===== config.mk =====
export PLATFORM = sky130hd
export DESIGN_NAME = execute_stage
export DESIGN_NICKNAME = d
export VERILOG_FILES = /design/src/rtl/execute_stage.sv
export SDC_FILE = /design/constraint.sdc
export NUM_CORES = 1
export LEC_CHECK = 0
export BUFFER_PORTS_ARGS = -buffer_cell sky130_fd_sc_hd__buf_4
export CELL_PAD_IN_SITES_DETAIL_PLACEMENT = 1
export CELL_PAD_IN_SITES_GLOBAL_PLACEMENT = 2
export CORE_MARGIN = 2
export CORE_UTILIZATION = 30
export DETAILED_ROUTE_END_ITERATION = 6
export PLACE_DENSITY = 0.76
export SETUP_SLACK_MARGIN = 0.02
export SYNTH_ARGS = -nofsm -noshare
export SYNTH_HDL_FRONTEND = slang
export SYNTH_SLANG_ARGS = --single-unit

===== constraint.sdc =====
create_clock -name clk -period 6.1 [get_ports clk]
set_clock_uncertainty 0.15 [all_clocks]
set_input_delay 0.305 -clock clk [delete_from_list [all_inputs] [get_ports clk]]
set_output_delay 0.305 -clock clk [all_outputs]
set_load 0.01 [all_outputs]

===== src/rtl/execute_stage.sv =====
// execute_stage: execute stage of the pipelined RISC-V core.
// Computes the ALU result, the BEQ decision/target and drives the EX/MEM
// pipeline register. Define EXECUTE_MUL_EN to build the iterative
// shift-add multiplier (IDLE/BUSY/DONE FSM); without it ctrl_mul_E is
// ignored and stall_E is tied low.
//
// Handshake: stall_E high means "the instruction in E has not finished";
// upstream must hold its inputs stable and EX/MEM receives a bubble
// (all ctrl_*_M = 0). An instruction retires into EX/MEM on the first rising
// edge at which stall_E is low.
//
// mul_state_dbg exposes the multiply FSM state (0 IDLE, 1 BUSY, 2 DONE).
module execute_stage #(
  parameter int MUL_CYCLES = 32
) (
  input  logic        clk,
  input  logic        rst_n,
  input  logic [31:0] srcA_E,
  input  logic [31:0] register_file_srcB_E,
  input  logic [31:0] sign_imm_E,
  input  logic [31:0] PC_plus4_E,
  input  logic [4:0]  rd_E,
  input  logic        ctrl_srcB_E,
  input  logic [2:0]  ctrl_ALU_op_E,
  input  logic        ctrl_branch_E,
  input  logic        ctrl_mul_E,
  input  logic        ctrl_register_file_WE_E,
  input  logic        ctrl_data_memory_WE_E,
  input  logic        ctrl_result_E,
  output logic        branch_taken_E,
  output logic [31:0] PC_branch_E,
  output logic        stall_E,
  output logic [31:0] ALU_out_M,
  output logic [31:0] write_data_M,
  output logic [31:0] PC_plus4_M,
  output logic [4:0]  rd_M,
  output logic        ctrl_register_file_WE_M,
  output logic        ctrl_data_memory_WE_M,
  output logic        ctrl_result_M,
  output logic [1:0]  mul_state_dbg
);

  logic [31:0] src_b;
  logic [31:0] alu_result;
  logic        mul_done;
  logic [31:0] mul_product;

  assign src_b = ctrl_srcB_E ? sign_imm_E : register_file_srcB_E;

  // Single-cycle ALU; carries and overflow are dropped.
  always_comb begin
    alu_result = 32'd0;
    case (ctrl_ALU_op_E)
      3'b000:  alu_result = srcA_E + src_b;
      3'b001:  alu_result = srcA_E - src_b;
      3'b010:  alu_result = srcA_E & src_b;
      3'b011:  alu_result = srcA_E | src_b;
      3'b100:  alu_result = srcA_E ^ src_b;
      3'b101:  alu_result = {31'd0, $signed(srcA_E) < $signed(src_b)};
      3'b110:  alu_result = srcA_E << src_b[4:0];
      default: alu_result = srcA_E >> src_b[4:0];
    endcase
  end

  // BEQ compares A against the selected B; the target is relative to PC.
  assign branch_taken_E = ctrl_branch_E & (srcA_E == src_b);
  assign PC_branch_E    = PC_plus4_E + sign_imm_E - 32'd4;

`ifdef EXECUTE_MUL_EN

  localparam int CW = (MUL_CYCLES > 1) ? $clog2(MUL_CYCLES) : 1;
  localparam logic [CW-1:0] LAST_COUNT = CW'(MUL_CYCLES - 1);

  typedef enum logic [1:0] {
    ST_IDLE = 2'd0,
    ST_BUSY = 2'd1,
    ST_DONE = 2'd2
  } mul_state_t;

  mul_state_t      state, state_next;
  logic            mul_start;
  logic            mul_step;
  logic [31:0]     mcand;
  logic [31:0]     mplier;
  logic [31:0]     acc;
  logic [CW-1:0]   count;

  // FSM state register.
  always_ff @(posedge clk or negedge rst_n) begin
    if (!rst_n) state <= ST_IDLE;
    else        state <= state_next;
  end

  // Next-state: one start cycle, MUL_CYCLES iterations, one write-back cycle.
  always_comb begin
    state_next = state;
    case (state)
      ST_IDLE: if (ctrl_mul_E) state_next = ST_BUSY;
      ST_BUSY: if (count == LAST_COUNT) state_next = ST_DONE;
      ST_DONE: state_next = ST_IDLE;
      default: state_next = ST_IDLE;
    endcase
  end

  // FSM outputs: stall covers the start cycle and every iteration.
  always_comb begin
    mul_start = 1'b0;
    mul_step  = 1'b0;
    mul_done  = 1'b0;
    case (state)
      ST_IDLE: mul_start = ctrl_mul_E;
      ST_BUSY: mul_step  = 1'b1;
      ST_DONE: mul_done  = 1'b1;
      default: ;
    endcase
    stall_E = mul_start | mul_step;
  end

  // Shift-add datapath; operands are captured once so E inputs may change.
  always_ff @(posedge clk or negedge rst_n) begin
    if (!rst_n) begin
      mcand  <= 32'd0;
      mplier <= 32'd0;
      acc    <= 32'd0;
      count  <= '0;
    end else if (mul_start) begin
      mcand  <= srcA_E;
      mplier <= src_b;
      acc    <= 32'd0;
      count  <= '0;
    end else if (mul_step) begin
      if (mplier[0]) acc <= acc + mcand;
      mcand  <= mcand << 1;
      mplier <= mplier >> 1;
      if (count != LAST_COUNT) count <= count + CW'(1);
    end
  end

  assign mul_product   = acc;
  assign mul_state_dbg = state;

`else

  logic unused_mul;

  assign unused_mul    = ctrl_mul_E;
  assign stall_E       = 1'b0;
  assign mul_done      = 1'b0;
  assign mul_product   = 32'd0;
  assign mul_state_dbg = 2'd0;

`endif

  // EX/MEM register: bubble while stalled, product on the multiply's last cycle.
  always_ff @(posedge clk or negedge rst_n) begin
    if (!rst_n) begin
      ALU_out_M               <= 32'd0;
      write_data_M            <= 32'd0;
      PC_plus4_M              <= 32'd0;
      rd_M                    <= 5'd0;
      ctrl_register_file_WE_M <= 1'b0;
      ctrl_data_memory_WE_M   <= 1'b0;
      ctrl_result_M           <= 1'b0;
    end else if (stall_E) begin
      ctrl_register_file_WE_M <= 1'b0;
      ctrl_data_memory_WE_M   <= 1'b0;
      ctrl_result_M           <= 1'b0;
    end else begin
      ALU_out_M               <= mul_done ? mul_product : alu_result;
      write_data_M            <= register_file_srcB_E;
      PC_plus4_M              <= PC_plus4_E;
      rd_M                    <= rd_E;
      ctrl_register_file_WE_M <= ctrl_register_file_WE_E;
      ctrl_data_memory_WE_M   <= ctrl_data_memory_WE_E;
      ctrl_result_M           <= ctrl_result_E;
    end
  end

endmodule


=== Yosys cells after proc, flatten, opt, wreduce, memory -nomap -nowiden ===
Index checks and enable logic that the tools add are counted.

* Register bits: 104
* Input port bits: 144
* Logic and storage cells: 28

* Add/subtract/negate cells: 4
* Order comparisons: 1
* Eq/ne operators: 7
* Shift-type cells: 2
* Multiplexer cells: 2
* Bitwise logic cells: 4
* Reduce and logical (&&, ||, !) cells: 1

{| class="wikitable"
|+ Operators by type and width
! operator !! number
|-
| $pmux 32 s7 || 1
|-
| $add 32x32->32 || 2
|-
| $and 32x32->32 || 1
|-
| $eq 32x32->1 || 1
|-
| $lt 32x32->1 || 1
|-
| $mux 32 || 1
|-
| $or 32x32->32 || 1
|-
| $shl 32x5->32 || 1
|-
| $shr 32x5->32 || 1
|-
| $sub 32x3->32 const B || 1
|-
| $sub 32x32->32 || 1
|-
| $xor 32x32->32 || 1
|-
| $eq 3x3->1 const B || 3
|-
| $eq 3x2->1 const B || 2
|-
| $eq 3x1->1 const B || 1
|-
| $logic_not 3->1 || 1
|-
| $and 1x1->1 || 1
|}

=== Longest topological paths before layout ===
* Depth in word-level cells: 3
* Depth in mapped cells: 18

=== Least setup slack after synthesis ===
No wires, ideal clock.

* Path kind: input port to flip-flop
* Start point: input port ctrl_srcB_E
* End point: register ALU_out_M[30]
* Setup time: 146 ps
* Data arrival time: 4,481 ps
* Data required time: 5,804 ps
* Setup slack: 1,323 ps
* Cell stages on the path: 17
* Path buffers: 6
* Cell sequence: buf_6 > mux2i_4 > clkbuf_1 > buf_2 > buf_2 > buf_1 > ha_1 > clkbuf_1 > a21o_1 > a221oi_2 > a2111oi_0 > o22a_1 > a21bo_2 > a211o_1 > a311oi_1 > xor2_1 > o221ai_1

* Cells in the longest elaborated chain, start to end: 3
* Elaborated cells on any way between the ends: 9
* Those cells by class: add/sub: 2; shift: 2; mux: 2; bitwise: 3

{| class="wikitable"
|+ Ends and longest elaborated chain
! element !! RTL line !! text
|-
| start, declared || 23 || <nowiki>input logic ctrl_srcB_E,</nowiki>
|-
| $mux 32 * || 48 || <nowiki>assign src_b = ctrl_srcB_E ? sign_imm_E : register_file_srcB_E;</nowiki>
|-
| $sub 32x32->32, or another cell as far along || 55 || <nowiki>3'b001: alu_result = srcA_E - src_b;</nowiki>
|-
| $pmux 32 s7 * || 53 || <nowiki>case (ctrl_ALU_op_E)</nowiki>
|-
| net alu_result[30] || 44 || <nowiki>logic [31:0] alu_result;</nowiki>
|-
| end signal, assigned || 169 || <nowiki>ALU_out_M <= mul_done ? mul_product : alu_result;</nowiki>
|-
| end, declared || 33 || <nowiki>output logic [31:0] ALU_out_M,</nowiki>
|}

The timed path passes the listed nets; every way through them passes the cells marked *.

=== Worst setup path after layout ===
Same ends and word-level chain as after synthesis.

==> run summary <==
status: finished, final reports clean
Critical Path Sink Type: flop
Row Count: 79
core area: 46800 um^2
final instance area: 17900 um^2
Die Span X: 222 um
storage element area: 2600 um^2
Least-Margin Pin Slew: 1190 ps
Routed WL per cell: 25.6 um
PostCTS Resize Cnt: 0
Num CTS Buffers: 9
Yosys reg bits: 104
Post-synth EDFFs: 0
placed cell area: 16900 um^2
Synth cell types: 80
CTS tree: yes
P per Cell Area: 193 nW/um^2
WL final: 70.4 mm
H-tree Lvls: 3
Post-synth top flop: dfrtp_1
initial antenna violation count: 0
final slew viol count: 0
sequential-to-total area share from yosys stat: 0.183
endpoints failing hold: 0
max cap viols: 0
initial drt markers: 1422
worst setup path class: in2reg
class of the worst hold path: in2reg
min Tclk post-route: 4750 ps
synth warn: 0
top cell type's share of synthesized area: 0.183
Synth area leaders: dfrtp_1 18%, ha_1 16%, mux2i_1 7.6%
Post-DP HPWL: 54.9 mm
filler instances: 5680
Synth Instances: 1865
clk sinks: 104
Leak: 8.58 nW
Worst slew margin: 0.195
I/O Pins: 284
Syn Std Cell Area: 14300 um^2
Syn Area/Cell: 7.64 um^2
crit share post-route: 0.778
fmax: 211 MHz
largest net degree at the start of global routing: 64
setup TNS: 0 ps
endpoints failing setup: 0
Critical Path AT: 4840 ps
Residual DRC: 0
vias in the first global route: 16200
Initial Util: 0.305
Multi-input gate area: 10400 um^2
first-pass GRT wire length: 105 mm
Setup crit start kind: input pin
die height: 222 um
Pre-antenna DRT Iters: 6
antenna-violating nets left: 0
share of cells above drive strength 1: 0.170
n_diodes: 0
remaining global-route overflow: 0
Port Buf Inserts: 279
total track usage: 0.281
GPL Wtd Cong: 0.939
post-synth top area cell: dfrtp_1
Die Area: 49300 um^2
worst-path fanout max: 34
RSZ-0062 raised after global routing: false
vias: 15900
Synth-to-Final Area Change: 25.7%
asr flop ratio synth: 1.00
CTS clk-pin slew, worst paths: 100 ps
VDD IR max: 0.143 mV
WP data required: 6190 ps
final net count: 2471
Root Buffer: clkbuf_16
clk buf depth: 2
vias per cell: 5.79
-- routing by layer --
layer / vias to the layer above / global-route usage / share of wire
met5: - / 0 / 0
met4: 0 / 0.0985 / 0.032
met3: 102 / 0.0514 / 0.071
met2: 646 / 0.458 / 0.46
met1: 7963 / 0.373 / 0.43
li1: 7238 / - / -
-- synth_stat cells, types with 34 or more instances --
cell type and number:
mux2i_1 108, ha_1 180, nand2_1 129, xnor2_1 36, nand3_1 34, nor2_1 176
dfrtp_1 104, inv_1 210, a21oi_1 159, nor3_1 42, a21o_1 38, o21ai_0 93
clkbuf_1 70
-- area by class of cell --
cell class,count,share of cell area
multi-input combinational,1440,0.582
timing repair buffer,375,0.167
sequential,104,0.145
inverter,214,0.0450
tap,607,0.0424
clock buffer,9,0.0126
clock inverter,7,0.00524
-- final timing paths --
kind	start	to	slack [ps]	cells past startpoint
worst max-delay path	ctrl_srcB_E	ALU_out_M[30]	1350	13
worst min-delay path	srcA_E[31]	ALU_out_M[15]	140	3
max in group asynchronous	rst_n	write_data_M[11]	4190	3
min in group asynchronous	rst_n	rd_M[1]	350	2
-- timing repair --
| item | in CTS | in global routing |
|---|---|---|
| hold buffers | 73 | 0 |
| hold endpoints to repair | 122 | 0 |
| setup buffers | 0 | 0 |
-- placed cells by master (no fill, tap or decap), types with 11 or more instances in the layout --
cell	netlist	routed
dfrtp_1	104	104
buf_4	3	302
xnor2_1	36	36
o211ai_1	23	23
a21oi_1	159	159
a22oi_1	27	27
o21bai_1	17	17
o221ai_1	11	11
nor4_1	16	16
inv_1	210	209
nand2b_1	14	14
xor2_1	16	16
mux4_2	17	17
nor2b_1	19	19
a21o_1	38	38
and3_1	14	14
o22ai_1	23	23
ha_1	180	180
dlygate4sd3_1	0	73
o21ai_0	93	93
a211oi_1	33	33
nor3_1	42	42
o21a_1	11	11
o31ai_1	16	16
nor2_1	176	174
a221oi_1	13	13
mux2i_1	108	106
nand3_1	34	34
a31oi_1	33	33
nand2_1	129	129
-- logic make-up (layout without fill, tap and decap cells) --
family                     count (synthesis)  in the layout  synth area share
and+or+nand+nor                          481            481             0.152
AOI/OAI and AO/OA                        590            590             0.274
DFF                                      104            104             0.183
other                                      1              3          0.000263
adders and majority gates                183            183             0.162
xor gates and xnor gates                  52             52            0.0319
muxes                                    131            131             0.109
buffers and inverters                    323            605            0.0878
-- state kept, by name (all words and copies together), names as in the netlist --
register and flops:
ALU_out_M 32, PC_plus4_M 32, ctrl_data_memory_WE_M 1, ctrl_register_file_WE_M 1, ctrl_result_M 1, rd_M 5
write_data_M 32
-- stage by stage --
stage	util	total power [mW]	hold slack [ps]	std cells	worst slack, ps
2_1_floorplan	-	1.90	-141	1867	1320
3_3_place_gp	0.361	2.69	265	2667	1050
3_5_place_dp	0.361	2.72	265	2667	998
4_1_cts	0.383	3.46	122	2756	1430
5_1_grt	0.383	3.65	144	2756	1190
6_report	0.383	3.47	137	2756	1350
-- worst max-delay path, cell delays in order --
cell and delay, ps:
buf_4 560, mux2i_1 810, inv_2 250, ha_1 260, a21o_1 160, a221oi_2 520, a2111oi_0 300, o22a_1 320
a21bo_2 270, a211o_1 370, a311oi_1 360, xor2_1 180, o221ai_1 150
-- power breakdown --
group	internal [mW]	switching (mW)	total, mW	leakage, nW
sequential	0.751	0.0251	0.776	1.23
combinational	0.776	1.23	2.01	7.20
clock	0.300	0.384	0.684	0.154
total	1.83	1.64	3.47	8.58
(Power assumes the default switching activity.)
